File: src/rtl/sprite_fb_writer.sv
// sprite_fb_writer: write-side FIFO between the sprite renderer and the framebuffer BRAM.
//
// Pixels (address + colour index) are queued one per cycle and retired into the framebuffer
// only on cycles where the write port is granted. A flush handshake drains the queue and
// pulses flush_done once every queued pixel has been written.
//
// Optional feature macro: SPRITE_FB_TRANSPARENCY_EN
//   defined   - pixels equal to TRANSPARENT are accepted but dropped (never written)
//   undefined - every accepted pixel is written; TRANSPARENT has no effect
//
// Ports:
//   clk, rst_n           clock, asynchronous active-low reset
//   in_valid/in_ready    pixel handshake from the renderer
//   in_addr, in_pix      linear pixel address and colour index
//   fb_grant             framebuffer write port free this cycle
//   fb_we, fb_addr,      write strobe, word address, data (nibble-replicated when PACKED)
//   fb_wdata, fb_wmask   and nibble enables; address/data/mask always show the FIFO head
//   flush_req            level request to drain the FIFO
//   flush_done           one-cycle pulse when the drain completes
//   count                current FIFO occupancy
module sprite_fb_writer #(
  parameter int unsigned      ADDRW       = 19,
  parameter int unsigned      DATAW       = 4,
  parameter int unsigned      DEPTH       = 16,
  parameter int unsigned      PACKED      = 1,
  parameter logic [DATAW-1:0] TRANSPARENT = '0
) (
  input  logic                       clk,
  input  logic                       rst_n,
  input  logic                       in_valid,
  output logic                       in_ready,
  input  logic [ADDRW-1:0]           in_addr,
  input  logic [DATAW-1:0]           in_pix,
  input  logic                       fb_grant,
  output logic                       fb_we,
  output logic [ADDRW-1:0]           fb_addr,
  output logic [2*DATAW-1:0]         fb_wdata,
  output logic [1:0]                 fb_wmask,
  input  logic                       flush_req,
  output logic                       flush_done,
  output logic [$clog2(DEPTH):0]     count
);

  localparam int unsigned PW = $clog2(DEPTH);
  localparam int unsigned CW = PW + 1;
  localparam int unsigned EW = ADDRW + 1 + DATAW;
  localparam logic [CW-1:0] Full = CW'(DEPTH);

  typedef enum logic [1:0] {StRun, StDrain, StDone} state_e;

  state_e          r_state, w_state_d;
  logic [EW-1:0]   r_mem [DEPTH];
  logic [PW-1:0]   r_wptr, r_rptr;
  logic [CW-1:0]   r_count, w_count_d;

  logic            w_hs, w_is_key, w_drop, w_push, w_pop;
  logic [ADDRW-1:0] w_wr_addr;
  logic            w_wr_sel;
  logic [EW-1:0]   w_head;
  logic [DATAW-1:0] w_head_pix;

  // Handshake and push are separate: a keyed pixel still consumes in_ready.
  assign in_ready = (r_state == StRun) && (r_count < Full);
  assign w_hs     = in_valid && in_ready;
  assign w_is_key = (in_pix == TRANSPARENT);
`ifdef SPRITE_FB_TRANSPARENCY_EN
  assign w_drop   = w_is_key;
`else
  // Key compare is still elaborated so the parameter stays referenced; dropping is disabled.
  assign w_drop   = w_is_key & 1'b0;
`endif
  assign w_push   = w_hs && !w_drop;
  assign w_pop    = fb_grant && (r_count != '0);

  // Address split and nibble select are resolved at push time and stored with the pixel.
  assign w_wr_addr = (PACKED != 0) ? (in_addr >> 1) : in_addr;
  assign w_wr_sel  = (PACKED != 0) ? in_addr[0] : 1'b0;

  assign w_head     = r_mem[r_rptr];
  assign w_head_pix = w_head[DATAW-1:0];
  assign fb_we      = w_pop;
  assign fb_addr    = w_head[EW-1 -: ADDRW];
  assign fb_wdata   = (PACKED != 0) ? {w_head_pix, w_head_pix} : {{DATAW{1'b0}}, w_head_pix};
  assign fb_wmask   = w_head[DATAW] ? 2'b10 : 2'b01;
  assign count      = r_count;
  // Decoded from the state register, so the pulse is glitch-free.
  assign flush_done = (r_state == StDone);

  always_comb begin
    w_count_d = r_count;
    unique case ({w_push, w_pop})
      2'b10:   w_count_d = r_count + CW'(1);
      2'b01:   w_count_d = r_count - CW'(1);
      default: w_count_d = r_count;
    endcase
  end

  always_comb begin
    w_state_d = r_state;
    unique case (r_state)
      StRun:   if (flush_req) w_state_d = StDrain;
      // Looks at next count so a final pop this cycle completes the drain.
      StDrain: if (w_count_d == '0) w_state_d = StDone;
      StDone:  w_state_d = flush_req ? StDrain : StRun;
      default: w_state_d = StRun;
    endcase
  end

  always_ff @(posedge clk or negedge rst_n) begin
    if (!rst_n) begin
      r_state <= StRun;
      r_count <= '0;
      r_wptr  <= '0;
      r_rptr  <= '0;
    end else begin
      r_state <= w_state_d;
      r_count <= w_count_d;
      if (w_push) r_wptr <= r_wptr + PW'(1);
      if (w_pop)  r_rptr <= r_rptr + PW'(1);
    end
  end

  // Storage needs no reset: entries are only visible through a nonzero count.
  always_ff @(posedge clk) begin
    if (w_push) r_mem[r_wptr] <= {w_wr_addr, w_wr_sel, in_pix};
  end

endmodule

File: config.mk
export PLATFORM = sky130hd
export DESIGN_NAME = sprite_fb_writer
export DESIGN_NICKNAME = d
export VERILOG_FILES = /design/src/rtl/sprite_fb_writer.sv
export SDC_FILE = /design/constraint.sdc
export NUM_CORES = 1
export LEC_CHECK = 0
export ABC_AREA = 0
export CAP_MARGIN = 30
export CORE_ASPECT_RATIO = 1.1
export CORE_UTILIZATION = 45
export DETAILED_ROUTE_END_ITERATION = 7
export GPL_ROUTABILITY_DRIVEN = 0
export PLACE_DENSITY = 0.73
export SYNTH_ARGS = -nofsm -noshare
export SYNTH_HDL_FRONTEND = slang
export SYNTH_SLANG_ARGS = --single-unit
export TNS_END_PERCENT = 5
File: constraint.sdc
create_clock -name clk -period 5 [get_ports clk]
set_input_delay 1 -clock clk [delete_from_list [all_inputs] [get_ports clk]]
set_output_delay 1 -clock clk [all_outputs]
set_load 0.05 [all_outputs]
After elaboration in Yosys (flattened, before gate mapping)
Memories as Yosys holds them, arrays and structs flattened.
Index checks and enable logic that the tools add are counted.
Word-level totals
  bits in registers: 15
  latch bits: 0
  RAM bits: 368
  memory bits (read-only): 0
  bits of input ports: 28
  output and inout port bits: 37
  word-level logic and storage cells: 31
  memories kept: 1
Memory list
  r_mem: words 16, width 23, read ports 1, clocked after memory_dff 0, wr ports 1, line 52  | logic [EW-1:0] r_mem [DEPTH];
Operators by class
  add/sub/neg operators: 4
  multipliers: 0
  div/mod/pow operators: 0
  magnitude comparators: 1
  equal/unequal tests: 6
  shifts and indexed selects: 0
  multiplexer cells: 8
  bitwise gates (word level): 0
  reduce and logical (&&, ||, !) cells: 7
Operators by type and width (number)
  case mux 5 bit (2 select lines): 1
  adder 4 x 1 -> 4 bit (second input constant): 2
  two-way mux 2 bit: 3
  case mux 2 bit (3 select lines): 1
  adder 5 x 1 -> 5 bit (second input constant): 1
  zero test 5 bit: 1
  < comparator 5 bit (second input constant): 1
  nonzero test 5 bit: 1
  subtractor 5 x 1 -> 5 bit (second input constant): 1
  == test 2 x 1 -> 1 bit (second input constant): 2
  == test 2 bit (second input constant): 2
  != test 2 bit (second input constant): 2
  logical AND 1 bit: 3
  two-way mux 1 bit: 3
  zero test 2 bit: 1
  AND reduction 2 bit: 1

Depth between registers and ports, before layout
  depth in word-level cells: 8
  gate-level depth with buffers: 12
  gate-level depth less buffers: 11

Worst setup path after synthesis
No wires, ideal clock.
  path kind: flip-flop to flip-flop
  start point: reg r_count[4], in the netlist count[4]
  end point: mem r_mem[3][0] in the netlist's numbering (enable)
  setup time: 461 ps
  arrival: 4437 ps
  data required time: 4539 ps
  path slack: 102 ps
  stages on the path, launching flop included: 6
  path buffers: 1
  clock period less this slack: 4898 ps
  cells stage by stage: dfrtp_1 -> nor3_1 -> and2_1 -> buf_2 -> inv_2 -> nor4_1
Between the ends
  longest elaborated chain between the ends: 5
Ends and longest elaborated chain
  start, declared: line 54  | logic [CW-1:0] r_count, w_count_d;
  start signal, assigned: line 117  | r_count <= w_count_d;
  < comparator 5 bit: line 63  | assign in_ready = (r_state == StRun) && (r_count < Full);
  logical AND 1 bit: line 63
  via in_ready: line 31  | output logic in_ready,
  logical AND 1 bit: line 64  | assign w_hs = in_valid && in_ready;
  two-way mux 1 bit: line 125  | if (w_push) r_mem[r_wptr] <= {w_wr_addr, w_wr_sel, in_pix};
  two-way mux 1 bit (implied by the code): line 125
  end, declared: line 52
The timed path passes the listed nets, and every way through them passes these cells.

Worst setup path in the final report
  start point: reg r_rptr[0]
  end point: out fb_wdata[2]
Between the ends
  longest elaborated chain between the ends: 1
Ends and longest elaborated chain
  start, declared: line 53  | logic [PW-1:0] r_wptr, r_rptr;
  start signal, assigned: line 119  | if (w_pop) r_rptr <= r_rptr + PW'(1);
  memory read (16 x 23 bit)
  end, declared: line 37  | output logic [2*DATAW-1:0] fb_wdata,
Every way passes these cells.

==> results.yml <==
run_status:
  status: "complete, no violations"
synthesis:
  yosysMostFrequentCell: "edfxtp_1"
  ys_seq_elements: 383
  ys.flop_type: "edfxtp_1"
  synth_top_area_share_pct: 74.4
  ys_async_sr_fraction_pct: 3.92
  seq_area_frac_synth_pct: 77.0
  ys_warn_count: 0
  syn_area_mm2: 0.0148
  synth_area_leaders: "edfxtp_1 74%, mux4_2 17%, dfrtp_1 2.5%"
  avgSynthCellArea_um2: 23.8
  syn_inst: 624
  synth_area_leader_cell: "edfxtp_1"
  synth_commonest_cells: "368 x edfxtp_1, 115 x mux4_2, 15 x dfrtp_1"
  synth_edf_count: 368
  synthesis.nets: 662
  synthDistinctLibCells: 36
timing:
  tns_ps: 0
  rsz0062_at_grt: "no"
  fmax_mhz: 225
  skew_ps: 14.9
  min_period_ps: 4440
  finalHoldViolations: 0
  min_period_over_period_pct: 88.8
  relSlewSlack_pct: 37.4
  fin_ws_ps: 560
  report.final.slew_viol_count: 0
  setup-violations-final: 0
  worst_slew_pin_slew_ps: 938
pwr:
  pwr-share-clk_pct: 27.6
  seqPwrFrac_pct: 38.3
  power.switching_mw: 3.30
  p_per_area_mw_per_mm2: 587
  peakVddDrop_mv: 0.404
  power_switching_share_pct: 32.5
  power_frac_comb_pct: 34.1
  p_int_mw: 6.86
  leakage_nw: 5.45
global_routing:
  grtUsageMet1_pct: 24.7
  first_global_vias: 7123
  antenna_found_initial: 1
  grt_max_degree: 31
  grt.overflow.total: 0
  grt_util_met2_pct: 30.9
  grt_pass1_wl_mm: 44.6
  gr-max-usage-layer: "met2"
  use_met3_pct: 3.31
  track_usage_pct: 18.5
worst_setup_path:
  worst-r2r-cell-count: 10
  critPathTopFamily: "multiplexers"
  crit_cells: 4
  worstPathMaxFanout: 28
  crit_slowest_cell: "dfrtp_4"
  critPathKind: "reg -> out"
  rr_endpoint: "r_state[0]$_DFFE_PN0P_"
  cp-end-kind: "primary output"
  rr_startpoint: "count[0]$_DFF_PN0_"
  crit_buf_inv: 2
  cpMostUsedCell: "mux4_2"
  critical_path_required_ps: 4000
  cpPeakStageDelay_ps: 780
  r2r_setup_slack_ps: 1680
  cp_cell_sequence: "buf_12 -> mux4_2 -> mux4_2 -> clkdlybuf4s50_1"
  crit_arrival_ps: 3440
  start_kind: "register"
floorplan:
  dieWidth_um: 175
  ioPinCount: 65
  rows: 69
  die_h_um: 193
  initial_core_util_pct: 45.9
  die_area_mm2: 0.0337
  core_area_mm2: 0.0324
layout:
  fill_cells: 2401
  antenna_cells: 0
  drive_above_1_share_pct: 28.7
  area.growth.synth_to_final_pct: 16.6
  fin_nets: 751
clock_network:
  clkTransAtPathRegs_ps: 60
  cts_resized: 0
  max-clock-path-buffers: 3
  htree_levels: 2
  cts_setup_buffers: 0
  cts_buffers: 38
  cts_tree: "done"
  cts.sinks: 383
  cts_root_buffer: "clkbuf_16"
  hold_buffers: 0
  clk_latency_ps: 520
routing:
  first_pass_iters: 5
  ant_nets: 0
  drt_iter0_markers: 600
  routed_wl_mm: 30.4
  routedWlPerCell_um: 26.0
  via_per_inst: 5.77
  num_vias: 6749
  drc: 0
min_path:
  min_from: "r_state[0]$_DFFE_PN0P_"
  hold_class: "reg -> reg"
  holdPathEnd: "r_state[0]$_DFFE_PN0P_"
  hold_depth: 1
job:
  maxCapViolCount: 0
place:
  dp_slack_ps: 867
  io_buffers: 63
  dp_hpwl_mm: 16.0
-- layout by cell type, fill, tap and decap left out, drive strengths merged, types with 2 or more instances in the layout --
master         instances
clkinv                12
nand4                  2
nand2                  8
o21ai                  2
and2                   9
clkdlybuf4s50         63
nor4                   8
clkbuf                47
nor2                   7
edfxtp               368
clkinvlp               8
dfrtp                 15
xnor2                  9
bufinv                 3
nand2b                 3
inv                   13
ha                     9
mux2i                  2
mux2                   2
mux4                 115
buf                   22
xor2                   2
-- registers in the layout (all words and copies together) (netlist names) --
signal   flops
count        5
r_mem      368
r_rptr       4
r_state      2
r_wptr       4
-- routing by layer --
metal / vias to the layer above / part of all wire [%]
met5: - / 0.056
met2: 269 / 51
met3: 63 / 5.9
met1: 3608 / 40
li1: 2807 / -
met4: 2 / 2.5
-- cells by family after synthesis --
group                    count (synthesis)  share of synthesized area (%)
AO/OA/AOI/OAI                           10                          0.497
buffers and inverters                   49                           1.78
XOR/XNOR                                11                          0.649
multiplexers                           119                           17.7
AND/OR/NAND/NOR                         41                           1.47
other                                    1                         0.0253
flip-flops                             383                           77.0
adder cells (fa/ha/maj)                 10                          0.893
-- worst max path at each step --
stage | startpoint | endpoint
6_report | r_rptr[0]$_DFFE_PN0P_ | fb_wdata[2]
5_1_grt | r_rptr[0]$_DFFE_PN0P_ | fb_wdata[2]
4_1_cts | r_rptr[0]$_DFFE_PN0P_ | fb_wdata[2]
3_5_place_dp | fb_grant | r_state[0]$_DFFE_PN0P_
3_3_place_gp | fb_grant | r_state[0]$_DFFE_PN0P_
2_1_floorplan | count[4]$_DFF_PN0_ | r_mem[3][0]$_DFFE_PP_
-- power groups by stage --
stage	clock network [mW]	registers, mW	logic, mW
2_1_floorplan	0	3.81	2.71
3_3_place_gp	0	3.99	3.36
3_5_place_dp	0	3.97	3.49
4_1_cts	2.85	3.91	3.51
5_1_grt	2.96	3.93	3.63
6_report	2.80	3.90	3.46
-- final cells by class --
class	instances	area [µm²]	share of cell area [%]
well taps	426	533	3.08
clock buffers	47	1050	6.06
clock inverters	23	200	1.16
inverters	13	48.8	0.282
multi-input cells	192	3200	18.5
repair buffers	85	853	4.93
flip-flops and latches	383	11400	66.0
-- metrics by stage --
step,area [µm²],cells,util [%],hold WS (ps),total power [mW]
2_1_floorplan,14800,624,-,480,6.51
3_3_place_gp,16000,1098,49.5,498,7.34
5_1_grt,17300,1169,53.5,586,10.5
3_5_place_dp,16100,1099,49.6,535,7.46
4_1_cts,17300,1169,53.5,539,10.3
6_report,17300,1169,53.5,530,10.2
Note: power is estimated with default switching activity, not from simulation.
